`config.mk`:
```
export PLATFORM = sky130hd
export DESIGN_NAME = mem_arbiter_flat
export DESIGN_NICKNAME = d
export VERILOG_FILES = /design/src/rtl/mem_arbiter_if.sv /design/src/rtl/mem_arbiter.sv /design/src/flat_wrapper.sv
export SDC_FILE = /design/constraint.sdc
export NUM_CORES = 1
export LEC_CHECK = 0
export ABC_AREA = 0
export CORE_MARGIN = 1
export CORE_UTILIZATION = 43
export DETAILED_ROUTE_END_ITERATION = 7
export HOLD_SLACK_MARGIN = 0.1
export PLACE_DENSITY = 0.95
export SYNTH_ARGS = -nofsm -noshare
export SYNTH_HDL_FRONTEND = slang
export SYNTH_SLANG_ARGS = --single-unit
```
`constraint.sdc`:
```
create_clock -name clk -period 2.85 [get_ports clk]
set_input_delay 0.285 -clock clk [delete_from_list [all_inputs] [get_ports clk]]
set_output_delay 0.285 -clock clk [all_outputs]
set_load 0.05 [all_outputs]
```
`src/rtl/mem_arbiter_if.sv`:
```
// Bus bundle between the CPU fetch/data ports, the arbiter and the shared
// single-ported memory. The arbiter takes the slave view; the CPU plus
// memory environment takes the master view.
interface mem_arbiter_if;
    // Instruction-fetch port
    logic        if_ce_i;
    logic [31:0] if_addr_i;
    logic [31:0] if_data_o;
    logic        if_ack_o;
    // Data port
    logic        mem_ce_i;
    logic        mem_we_i;
    logic [31:0] mem_addr_i;
    logic [3:0]  mem_sel_i;
    logic [31:0] mem_wdata_i;
    logic [31:0] mem_rdata_o;
    logic        mem_ack_o;
    // Pipeline control and ownership
    logic        stall_req_o;
    logic [1:0]  grant_o;
    // Memory side
    logic        bus_ce_o;
    logic        bus_we_o;
    logic [31:0] bus_addr_o;
    logic [3:0]  bus_sel_o;
    logic [31:0] bus_wdata_o;
    logic [31:0] bus_rdata_i;

    modport slave (
        input  if_ce_i, if_addr_i,
        input  mem_ce_i, mem_we_i, mem_addr_i, mem_sel_i, mem_wdata_i,
        input  bus_rdata_i,
        output if_data_o, if_ack_o,
        output mem_rdata_o, mem_ack_o,
        output stall_req_o, grant_o,
        output bus_ce_o, bus_we_o, bus_addr_o, bus_sel_o, bus_wdata_o
    );

    modport master (
        output if_ce_i, if_addr_i,
        output mem_ce_i, mem_we_i, mem_addr_i, mem_sel_i, mem_wdata_i,
        output bus_rdata_i,
        input  if_data_o, if_ack_o,
        input  mem_rdata_o, mem_ack_o,
        input  stall_req_o, grant_o,
        input  bus_ce_o, bus_we_o, bus_addr_o, bus_sel_o, bus_wdata_o
    );
endinterface

```
`src/rtl/mem_arbiter.sv`:
```
// Two-port arbiter sharing one single-ported memory between instruction
// fetch and the data stage. Each access holds the bus for WAIT_STATES+1
// cycles, followed by a single acknowledge cycle. Conflicts alternate
// between the ports, with the data port winning the first one.
module mem_arbiter #(
    parameter int unsigned WAIT_STATES = 1
) (
    input  logic          clk,
    input  logic          rst,
    mem_arbiter_if.slave  bus
);

    localparam logic [1:0] ST_IDLE  = 2'd0;
    localparam logic [1:0] ST_BUSY  = 2'd1;
    localparam logic [1:0] ST_ACK   = 2'd2;
    localparam logic [3:0] CNT_INIT = 4'(WAIT_STATES);

    logic [1:0]  state_r;
    logic [3:0]  cnt_r;
    logic        last_grant_r;   // 0 = IF won last, 1 = MEM won last
    logic [1:0]  grant_r;
    logic        bus_ce_r;
    logic        bus_we_r;
    logic [31:0] bus_addr_r;
    logic [3:0]  bus_sel_r;
    logic [31:0] bus_wdata_r;
    logic [31:0] if_data_r;
    logic [31:0] mem_rdata_r;
    logic        if_ack_r;
    logic        mem_ack_r;

    logic        req_any_s;
    logic        win_mem_s;

    // Pick the next owner: a lone requester wins, a conflict goes to the loser of the last round
    always_comb begin
        req_any_s = bus.if_ce_i | bus.mem_ce_i;
        if (bus.if_ce_i && bus.mem_ce_i) begin
            win_mem_s = ~last_grant_r;
        end else begin
            win_mem_s = bus.mem_ce_i;
        end
    end

    // Access sequencer: arbitrate, hold the bus for the wait states, then acknowledge
    always_ff @(posedge clk) begin
        if (rst) begin
            state_r      <= ST_IDLE;
            cnt_r        <= 4'd0;
            last_grant_r <= 1'b0;
            grant_r      <= 2'b00;
            bus_ce_r     <= 1'b0;
            bus_we_r     <= 1'b0;
            bus_addr_r   <= 32'h0000_0000;
            bus_sel_r    <= 4'h0;
            bus_wdata_r  <= 32'h0000_0000;
            if_data_r    <= 32'h0000_0000;
            mem_rdata_r  <= 32'h0000_0000;
            if_ack_r     <= 1'b0;
            mem_ack_r    <= 1'b0;
        end else begin
            case (state_r)
                ST_IDLE: begin
                    if_ack_r  <= 1'b0;
                    mem_ack_r <= 1'b0;
                    if (req_any_s) begin
                        state_r      <= ST_BUSY;
                        cnt_r        <= CNT_INIT;
                        bus_ce_r     <= 1'b1;
                        last_grant_r <= win_mem_s;
                        if (win_mem_s) begin
                            grant_r     <= 2'b10;
                            bus_we_r    <= bus.mem_we_i;
                            bus_addr_r  <= bus.mem_addr_i;
                            bus_sel_r   <= bus.mem_sel_i;
                            bus_wdata_r <= bus.mem_wdata_i;
                        end else begin
                            // Fetches are always full-word reads
                            grant_r     <= 2'b01;
                            bus_we_r    <= 1'b0;
                            bus_addr_r  <= bus.if_addr_i;
                            bus_sel_r   <= 4'hF;
                            bus_wdata_r <= 32'h0000_0000;
                        end
                    end else begin
                        grant_r <= 2'b00;
                    end
                end
                ST_BUSY: begin
                    if (cnt_r != 4'd0) begin
                        cnt_r <= cnt_r - 4'd1;
                    end else begin
                        // Final bus cycle: memory data is valid now
                        if (grant_r[1]) begin
                            if (!bus_we_r) begin
                                mem_rdata_r <= bus.bus_rdata_i;
                            end
                            mem_ack_r <= 1'b1;
                        end else begin
                            if_data_r <= bus.bus_rdata_i;
                            if_ack_r  <= 1'b1;
                        end
                        bus_ce_r  <= 1'b0;
                        bus_we_r  <= 1'b0;
                        bus_sel_r <= 4'h0;
                        state_r   <= ST_ACK;
                    end
                end
                ST_ACK: begin
                    if_ack_r  <= 1'b0;
                    mem_ack_r <= 1'b0;
                    grant_r   <= 2'b00;
                    state_r   <= ST_IDLE;
                end
                default: begin
                    state_r   <= ST_IDLE;
                    bus_ce_r  <= 1'b0;
                    bus_we_r  <= 1'b0;
                    bus_sel_r <= 4'h0;
                    grant_r   <= 2'b00;
                    if_ack_r  <= 1'b0;
                    mem_ack_r <= 1'b0;
                end
            endcase
        end
    end

    assign bus.if_data_o   = if_data_r;
    assign bus.if_ack_o    = if_ack_r;
    assign bus.mem_rdata_o = mem_rdata_r;
    assign bus.mem_ack_o   = mem_ack_r;
    assign bus.grant_o     = grant_r;
    assign bus.bus_ce_o    = bus_ce_r;
    assign bus.bus_we_o    = bus_we_r;
    assign bus.bus_addr_o  = bus_addr_r;
    assign bus.bus_sel_o   = bus_sel_r;
    assign bus.bus_wdata_o = bus_wdata_r;

    // A requester is stalled until the cycle its own acknowledge is seen
    assign bus.stall_req_o = (bus.if_ce_i & ~if_ack_r) | (bus.mem_ce_i & ~mem_ack_r);

endmodule

```
`src/flat_wrapper.sv`:
```
// flat-port wrapper written by rule: the top's interface ports become plain ports
module mem_arbiter_flat 
#(
    parameter int unsigned WAIT_STATES = 1
)
  (clk, rst, bus_if_ce_i, bus_if_addr_i, bus_mem_ce_i, bus_mem_we_i, bus_mem_addr_i, bus_mem_sel_i, bus_mem_wdata_i, bus_bus_rdata_i, bus_if_data_o, bus_if_ack_o, bus_mem_rdata_o, bus_mem_ack_o, bus_stall_req_o, bus_grant_o, bus_bus_ce_o, bus_bus_we_o, bus_bus_addr_o, bus_bus_sel_o, bus_bus_wdata_o);
  mem_arbiter_if bus_i ();
  input  logic clk;
  input  logic rst;
  input wire logic [$bits(bus_i.if_ce_i)-1:0] bus_if_ce_i;
  input wire logic [$bits(bus_i.if_addr_i)-1:0] bus_if_addr_i;
  input wire logic [$bits(bus_i.mem_ce_i)-1:0] bus_mem_ce_i;
  input wire logic [$bits(bus_i.mem_we_i)-1:0] bus_mem_we_i;
  input wire logic [$bits(bus_i.mem_addr_i)-1:0] bus_mem_addr_i;
  input wire logic [$bits(bus_i.mem_sel_i)-1:0] bus_mem_sel_i;
  input wire logic [$bits(bus_i.mem_wdata_i)-1:0] bus_mem_wdata_i;
  input wire logic [$bits(bus_i.bus_rdata_i)-1:0] bus_bus_rdata_i;
  output wire logic [$bits(bus_i.if_data_o)-1:0] bus_if_data_o;
  output wire logic [$bits(bus_i.if_ack_o)-1:0] bus_if_ack_o;
  output wire logic [$bits(bus_i.mem_rdata_o)-1:0] bus_mem_rdata_o;
  output wire logic [$bits(bus_i.mem_ack_o)-1:0] bus_mem_ack_o;
  output wire logic [$bits(bus_i.stall_req_o)-1:0] bus_stall_req_o;
  output wire logic [$bits(bus_i.grant_o)-1:0] bus_grant_o;
  output wire logic [$bits(bus_i.bus_ce_o)-1:0] bus_bus_ce_o;
  output wire logic [$bits(bus_i.bus_we_o)-1:0] bus_bus_we_o;
  output wire logic [$bits(bus_i.bus_addr_o)-1:0] bus_bus_addr_o;
  output wire logic [$bits(bus_i.bus_sel_o)-1:0] bus_bus_sel_o;
  output wire logic [$bits(bus_i.bus_wdata_o)-1:0] bus_bus_wdata_o;
  assign bus_i.if_ce_i = bus_if_ce_i;
  assign bus_i.if_addr_i = bus_if_addr_i;
  assign bus_i.mem_ce_i = bus_mem_ce_i;
  assign bus_i.mem_we_i = bus_mem_we_i;
  assign bus_i.mem_addr_i = bus_mem_addr_i;
  assign bus_i.mem_sel_i = bus_mem_sel_i;
  assign bus_i.mem_wdata_i = bus_mem_wdata_i;
  assign bus_i.bus_rdata_i = bus_bus_rdata_i;
  assign bus_if_data_o = bus_i.if_data_o;
  assign bus_if_ack_o = bus_i.if_ack_o;
  assign bus_mem_rdata_o = bus_i.mem_rdata_o;
  assign bus_mem_ack_o = bus_i.mem_ack_o;
  assign bus_stall_req_o = bus_i.stall_req_o;
  assign bus_grant_o = bus_i.grant_o;
  assign bus_bus_ce_o = bus_i.bus_ce_o;
  assign bus_bus_we_o = bus_i.bus_we_o;
  assign bus_bus_addr_o = bus_i.bus_addr_o;
  assign bus_bus_sel_o = bus_i.bus_sel_o;
  assign bus_bus_wdata_o = bus_i.bus_wdata_o;
  mem_arbiter #(.WAIT_STATES(WAIT_STATES)) u_core (.clk(clk), .rst(rst), .bus(bus_i));
endmodule
```
==> results of run 1 <==
[logic make-up (layout without fill, tap and decap cells)]
| kind of cell | after synthesis | count (layout) | synth area share (%) |
|---|---|---|---|
| mux | 33 | 33 | 6.082 |
| simple gates | 201 | 201 | 15.34 |
| compound gates | 155 | 155 | 19.86 |
| fa+ha+maj | 2 | 2 | 0.4606 |
| buf+inv | 53 | 320 | 4.815 |
| flops | 145 | 145 | 53.44 |
[state kept, by name, summed over array words and instances (netlist names)]
signal	count
u_core.bus.mem_rdata_o	32
u_core.bus.mem_ack_o	1
u_core.state_r	2
u_core.bus.if_data_o	32
u_core.bus.bus_we_o	1
u_core.last_grant_r	1
u_core.bus.bus_wdata_o	32
u_core.bus.bus_sel_o	4
u_core.bus.bus_ce_o	1
u_core.bus.bus_addr_o	32
u_core.cnt_r	4
u_core.bus.if_ack_o	1
u_core.bus.grant_o	2
[worst max-delay path, stage by stage]
cell,delay (ns)
clkdlybuf4s50_1,0.69
inv_1,0.11
o22ai_1,0.18
clkdlybuf4s50_1,0.83
[stage by stage]
step	utilization [%]	std cells	total power [mW]	area (um2)
5_1_grt	73.04	1024	6.721	8882
6_report	73.04	1024	6.457	8882
3_3_place_gp	67.97	994	4.133	8267
4_1_cts	73.04	1024	6.502	8882
2_1_floorplan	-	589	3.492	5431
3_5_place_dp	67.97	994	4.166	8267
[routing by layer]
metal  part of all wire (%)  vias up
li1                       -     2548
met1                     37     2439
met2                     53      217
met3                    8.1       28
met4                    2.3        0
met5                      0        -
[cell type report]
type	instances	area (um2)
Fill cell	839	3279
Sequential cell	145	2903
Timing Repair Buffer	285	2850
Multi-Input combinational cell	391	2285
Clock buffer	20	456.7
Tap cell	168	210.2
Clock inverter	10	158.9
Inverter	5	18.77
[power groups by stage]
stage	combinational (mW)	sequential (mW)	clock (mW)
global placement	1.77	2.37	0
finish	1.79	2.34	2.33
detailed placement	1.79	2.37	0
floorplan	0.526	2.97	0
CTS	1.80	2.34	2.36
global route	1.90	2.36	2.46
[placed cells by master (no fill, tap or decap), types with 2 or more instances in the layout]
cell,synthesis,layout
nor2b_1,2,2
a31oi_1,2,2
bufinv_16,0,4
a211oi_1,33,33
clkdlybuf4s50_1,0,274
a22oi_1,4,4
nor2_1,45,44
mux2i_1,33,33
o22ai_1,2,2
nor3_1,6,6
a21oi_2,18,18
buf_4,0,9
a21oi_1,53,53
nand2_1,135,134
dfxtp_1,145,145
o21ai_0,7,7
a311oi_1,2,2
clkbuf_8,0,2
a22o_1,32,32
nor3_4,0,2
inv_1,5,5
buf_12,0,2
clkinvlp_4,0,2
or3_1,2,2
clkbuf_16,0,17
clkinv_2,0,3
ha_1,2,2
[worst max-delay path by stage]
stage | cells past startpoint | start | end
after floorplan | 9 | u_core.cnt_r[0] | u_core.bus.if_data_o[26]
after global placement | 3 | bus_mem_ce_i | u_core.bus.bus_wdata_o[20]
after detailed placement | 3 | bus_mem_ce_i | u_core.bus.bus_wdata_o[8]
after CTS | 4 | bus_mem_ce_i | bus_stall_req_o
after global routing | 4 | bus_mem_ce_i | bus_stall_req_o
final | 4 | bus_mem_ce_i | bus_stall_req_o
==> results.toml, run 1 <==
[synth]
synth.area.top_cells = "dfxtp_1 53%, nand2_1 9.3%, mux2i_1 6.1%, a22o_1 5.2%, a21oi_1 4.9%"
ys_types = 34
avgSynthCellArea_um2 = 9.221
syn_nets = 728
synth_most_common_cell = "dfxtp_1"
synth_cells = 589
yosysWarnings = 0
netlist.area_leader.share_pct = 53.44
synth_commonest_cells = "145 x dfxtp_1, 135 x nand2_1, 53 x a21oi_1, 45 x nor2_1"
syn_area_um2 = 5431
synth-edff-count = 0
async_reset_ff_share_pct = 0
synth-main-ff-cell = "dfxtp_1"
yosysTopAreaCell = "dfxtp_1"
ys_ff_latch = 145
ys_seq_area_share_pct = 53.44

[worst_setup_path]
r2r_start = "u_core.state_r[0]"
startpoint_type = "input port"
worstReg2RegEnd = "u_core.bus.bus_wdata_o[15]"
r2r_slack_ns = 0.58
worstSetupPathType = "input port to output pin"
arrival_ns = 2.10
worstRegToRegCells = 3
critPathMaxFanout = 11
critPathCaptureType = "output pin"
worst-endpoint-required_ns = 2.57

[cts]
cts_max_level = 4
hold_buffers = 0
clk_pin_slew_ns = 0.06
cts_tree = "built"
clockBufferDepth = 2
cts_post_setup_buffers_inserted = 0
numCtsBuffers = 17
cts_num_sinks = 145
post_cts_resized = 0
clock_latency_ns = 0.41
root_buffer = "clkbuf_16"

[status]
status = "finished clean"

[pwr]
clkPwrFrac_pct = 36.0
powerDensity_nw_per_um2 = 726.9
seq_power_share_pct = 36.2
p_leak_nw = 3.289
ir_drop_mv = 0.6255
p_comb_share_pct = 27.8
p_int_mw = 4.389
swShare_pct = 32.02
p_switching_mw = 2.068

[floorplan]
initial_core_util_pct = 44.66
die_w_um = 114.4
core-area_um2 = 12160
die_h_um = 114.4
die_area_um2 = 13090
num_rows = 40
io_pins = 276

[sta]
finalHoldViolCount = 0
tightestPinTransition_ns = 1.211
skew_ns = 0.007048
fmax_mhz = 419.6
fin_ws_ns = 0.4666
relSlewSlack_pct = 19.19
setup-violations-final = 0
min_period_over_period_pct = 83.63
holdWs_ns = 0.2996
fin_setup_tns_ns = 0
rsz0062_at_grt = "false"
layout_min_cycle_time_ns = 2.383
slew_violations = 0

[min_path]
min_path_type = "input port to flop"
hold_start = "rst"
min_path_cells = 2
hold_end = "u_core.bus.bus_addr_o[3]"

[global_routing]
grt.busiest_layer = "met2"
grt_pass1_wl_um = 25900
grt.total_usage_pct = 25.77
use_met1_pct = 25.66
gr-total-overflow = 0
grt_pass1_vias = 5251
grt_max_degree = 57
antenna_found_initial = 0
met3_usage_pct = 9.952
use_met2_pct = 48.12

[job]
maxCapViolCount = 0

[drt]
ant_nets = 0
drc = 0
drtPass1Iterations = 7
wl_per_cell_um = 16.33
viasPerCell = 5.109
num_vias = 5232
wl_um = 16730
drtIter0Drc = 338

[final_layout]
drive_gt1_share_pct = 7.593
fin_nets = 984
antenna_cells = 0
area_growth_pct = 63.53

[placement]
gp_congestion = 0.8019
dp_hpwl_um = 11480
port_buffers = 275
dp_worst_setup_slack_ns = 0.4645
Power figures use the tool's default switching activity.
==> inputs of run 2 (changes only) <==
--- a/config.mk
+++ b/config.mk
@@ -7,10 +7,10 @@
 export LEC_CHECK = 0
 export ABC_AREA = 0
 export CORE_MARGIN = 1
-export CORE_UTILIZATION = 43
+export CORE_UTILIZATION = 40
 export DETAILED_ROUTE_END_ITERATION = 7
 export HOLD_SLACK_MARGIN = 0.1
-export PLACE_DENSITY = 0.95
+export PLACE_DENSITY = 0.91
 export SYNTH_ARGS = -nofsm -noshare
 export SYNTH_HDL_FRONTEND = slang
 export SYNTH_SLANG_ARGS = --single-unit
==> constraint.sdc (replaced) <==
create_clock -name clk -period 2.2 [get_ports clk]
set_input_delay 0.22 -clock clk [delete_from_list [all_inputs] [get_ports clk]]
set_output_delay 0.22 -clock clk [all_outputs]
set_load 0.05 [all_outputs]
==> run 2 against run 1 <==
Clock skew is 0.0018 ns higher; worst hold slack better by 0.085 ns; largest power group is now the clock network; sequential share of layout area is 0.72 points lower; final area is 2.3% higher; die area is 7.4% higher; combinational power is 31% higher.
==> results.toml, run 2 (same netlist as run 1, synthesis figures left out) <==
[pwr]
finalPower_mw = 8.818
p_comb_share_pct = 26.7
powerDensity_nw_per_um2 = 970.7
p_int_mw = 6.074
seq_power_share_pct = 34.3
clkPwrFrac_pct = 39.0
swShare_pct = 31.11
p_leak_nw = 3.380
ir_drop_mv = 0.4842
p_switching_mw = 2.743

[worst_setup_path]
critPathCaptureType = "flop"
critical_path.max_stage_delay_ns = 0.49
cp.depth = 7
startpoint_type = "flop"
crit_path_end = "u_core.bus.if_data_o[19]"
crit_start = "u_core.cnt_r[0]"
r2r_start = "u_core.cnt_r[0]"
r2r_slack_ns = 0.16
crit_buf_inv = 2
worstSetupPathType = "flop to flop"
cpMaxStageDelayCell = "or3b_1"
worstRegToRegCells = 7
arrival_ns = 2.31
worst_path_dominant_cell_family = "simple AND/OR/NAND/NOR gates"
worst-endpoint-required_ns = 2.47
worstReg2RegEnd = "u_core.bus.if_data_o[19]"
critPathMaxFanout = 32
crit_chain = "inv_1, ha_1, or3b_1, or3_1, buf_4, nand2_1, a21oi_1"

[sta]
min_period_over_period_pct = 92.83
slew_violations = 0
layout_min_cycle_time_ns = 2.042
skew_ns = 0.008897
fmax_mhz = 489.6
setup-violations-final = 0
rsz0062_at_grt = "false"
tightestPinTransition_ns = 0.5684
relSlewSlack_pct = 62.11
fin_setup_tns_ns = 0
finalHoldViolCount = 0

[final_layout]
final_common_cell = "clkdlybuf4s50_1"
final_cells = 1040
area_growth_pct = 67.24
antenna_cells = 0
fin_nets = 990
final_cell_mix = "273 x clkdlybuf4s50_1, 145 x dfxtp_1, 134 x nand2_1"
drive_gt1_share_pct = 8.565
num-fill-cells = 981

[global_routing]
grt_pass1_wl_um = 25110
grt_pass1_vias = 5223
gr-total-overflow = 0
grt.total_usage_pct = 22.79
grt_max_degree = 109
antenna_found_initial = 0

[cts]
post_cts_resized = 0
cts_tree = "built"
clock_latency_ns = 0.42
cts_num_sinks = 145
numCtsBuffers = 17
cts_max_level = 4
clockBufferDepth = 2
clk_pin_slew_ns = 0.06
root_buffer = "clkbuf_16"
cts_post_setup_buffers_inserted = 0
hold_buffers = 1

[min_path]
min_path_type = "input port to flop"

[drt]
wl_um = 15730
drtPass1Iterations = 4
num_vias = 5255
wl_per_cell_um = 15.13
drc = 0
drtIter0Drc = 307
viasPerCell = 5.053
ant_nets = 0

[floorplan]
num_rows = 42
initial_core_util_pct = 41.01
die_area_um2 = 14050
die_w_um = 118.5
io_pins = 276
core-area_um2 = 13240
die_h_um = 118.5

[placement]
dp_hpwl_um = 10990
placed_cells = 1007
gp_congestion = 0.8282
port_buffers = 275

[status]
status = "finished clean"

[job]
maxCapViolCount = 0
-- run 2: per-layer routing --
layer | wire, um | GRT usage [%]
met5 | 0 | 0
met3 | 1282 | 7.481
met2 | 8113 | 40.97
met1 | 5905 | 24.01
met4 | 430 | 10.28
-- run 2: worst min path at each step --
stage                     slack, ns                       start                          to  cells after the start
after floorplan                0.34                 bus_if_ce_i         u_core.last_grant_r                      1
after global placement         0.44  u_core.bus.mem_rdata_o[30]  u_core.bus.mem_rdata_o[30]                      2
after detailed placement       0.45  u_core.bus.mem_rdata_o[29]  u_core.bus.mem_rdata_o[29]                      2
after CTS                      0.36         bus_bus_rdata_i[29]    u_core.bus.if_data_o[29]                      3
after global routing           0.38         bus_bus_rdata_i[30]  u_core.bus.mem_rdata_o[30]                      3
final                          0.38         bus_bus_rdata_i[29]    u_core.bus.if_data_o[29]                      3
-- run 2: power groups by stage --
stage	clock, mW	sequential (mW)	combinational (mW)
finish	3.44	3.02	2.35
global route	3.62	3.05	2.49
global placement	0	3.06	2.33
floorplan	0	3.84	0.682
detailed placement	0	3.08	2.36
CTS	3.51	3.02	2.37
-- run 2: cell type report --
class	instances	area [um2]	area share (%)
Multi-Input combinational cell	391	2285	25.15
Inverter	5	18.77	0.2066
Timing Repair Buffer	291	2945	32.42
Tap cell	176	220.2	2.424
Clock inverter	14	272.8	3.003
Clock buffer	18	439.2	4.835
Sequential cell	145	2903	31.96
-- run 2: stage by stage --
step                utilization [%]  instance area (um2)  worst slack, ns  hold WS [ns]
finish                        68.59                 9084           0.1577        0.3850
global route                  68.59                 9084          0.03509        0.3848
CTS                           68.59                 9084           0.1418        0.3606
detailed placement            63.14                 8362           0.2028        0.4463
global placement              63.14                 8362           0.2558        0.4407
floorplan                         -                 5431           0.3370        0.3361
-- run 2: worst min-delay path, stage by stage --
cell and delay, ns:
clkdlybuf4s50_1 0.42, nand2_1 0.06, a21oi_1 0.05
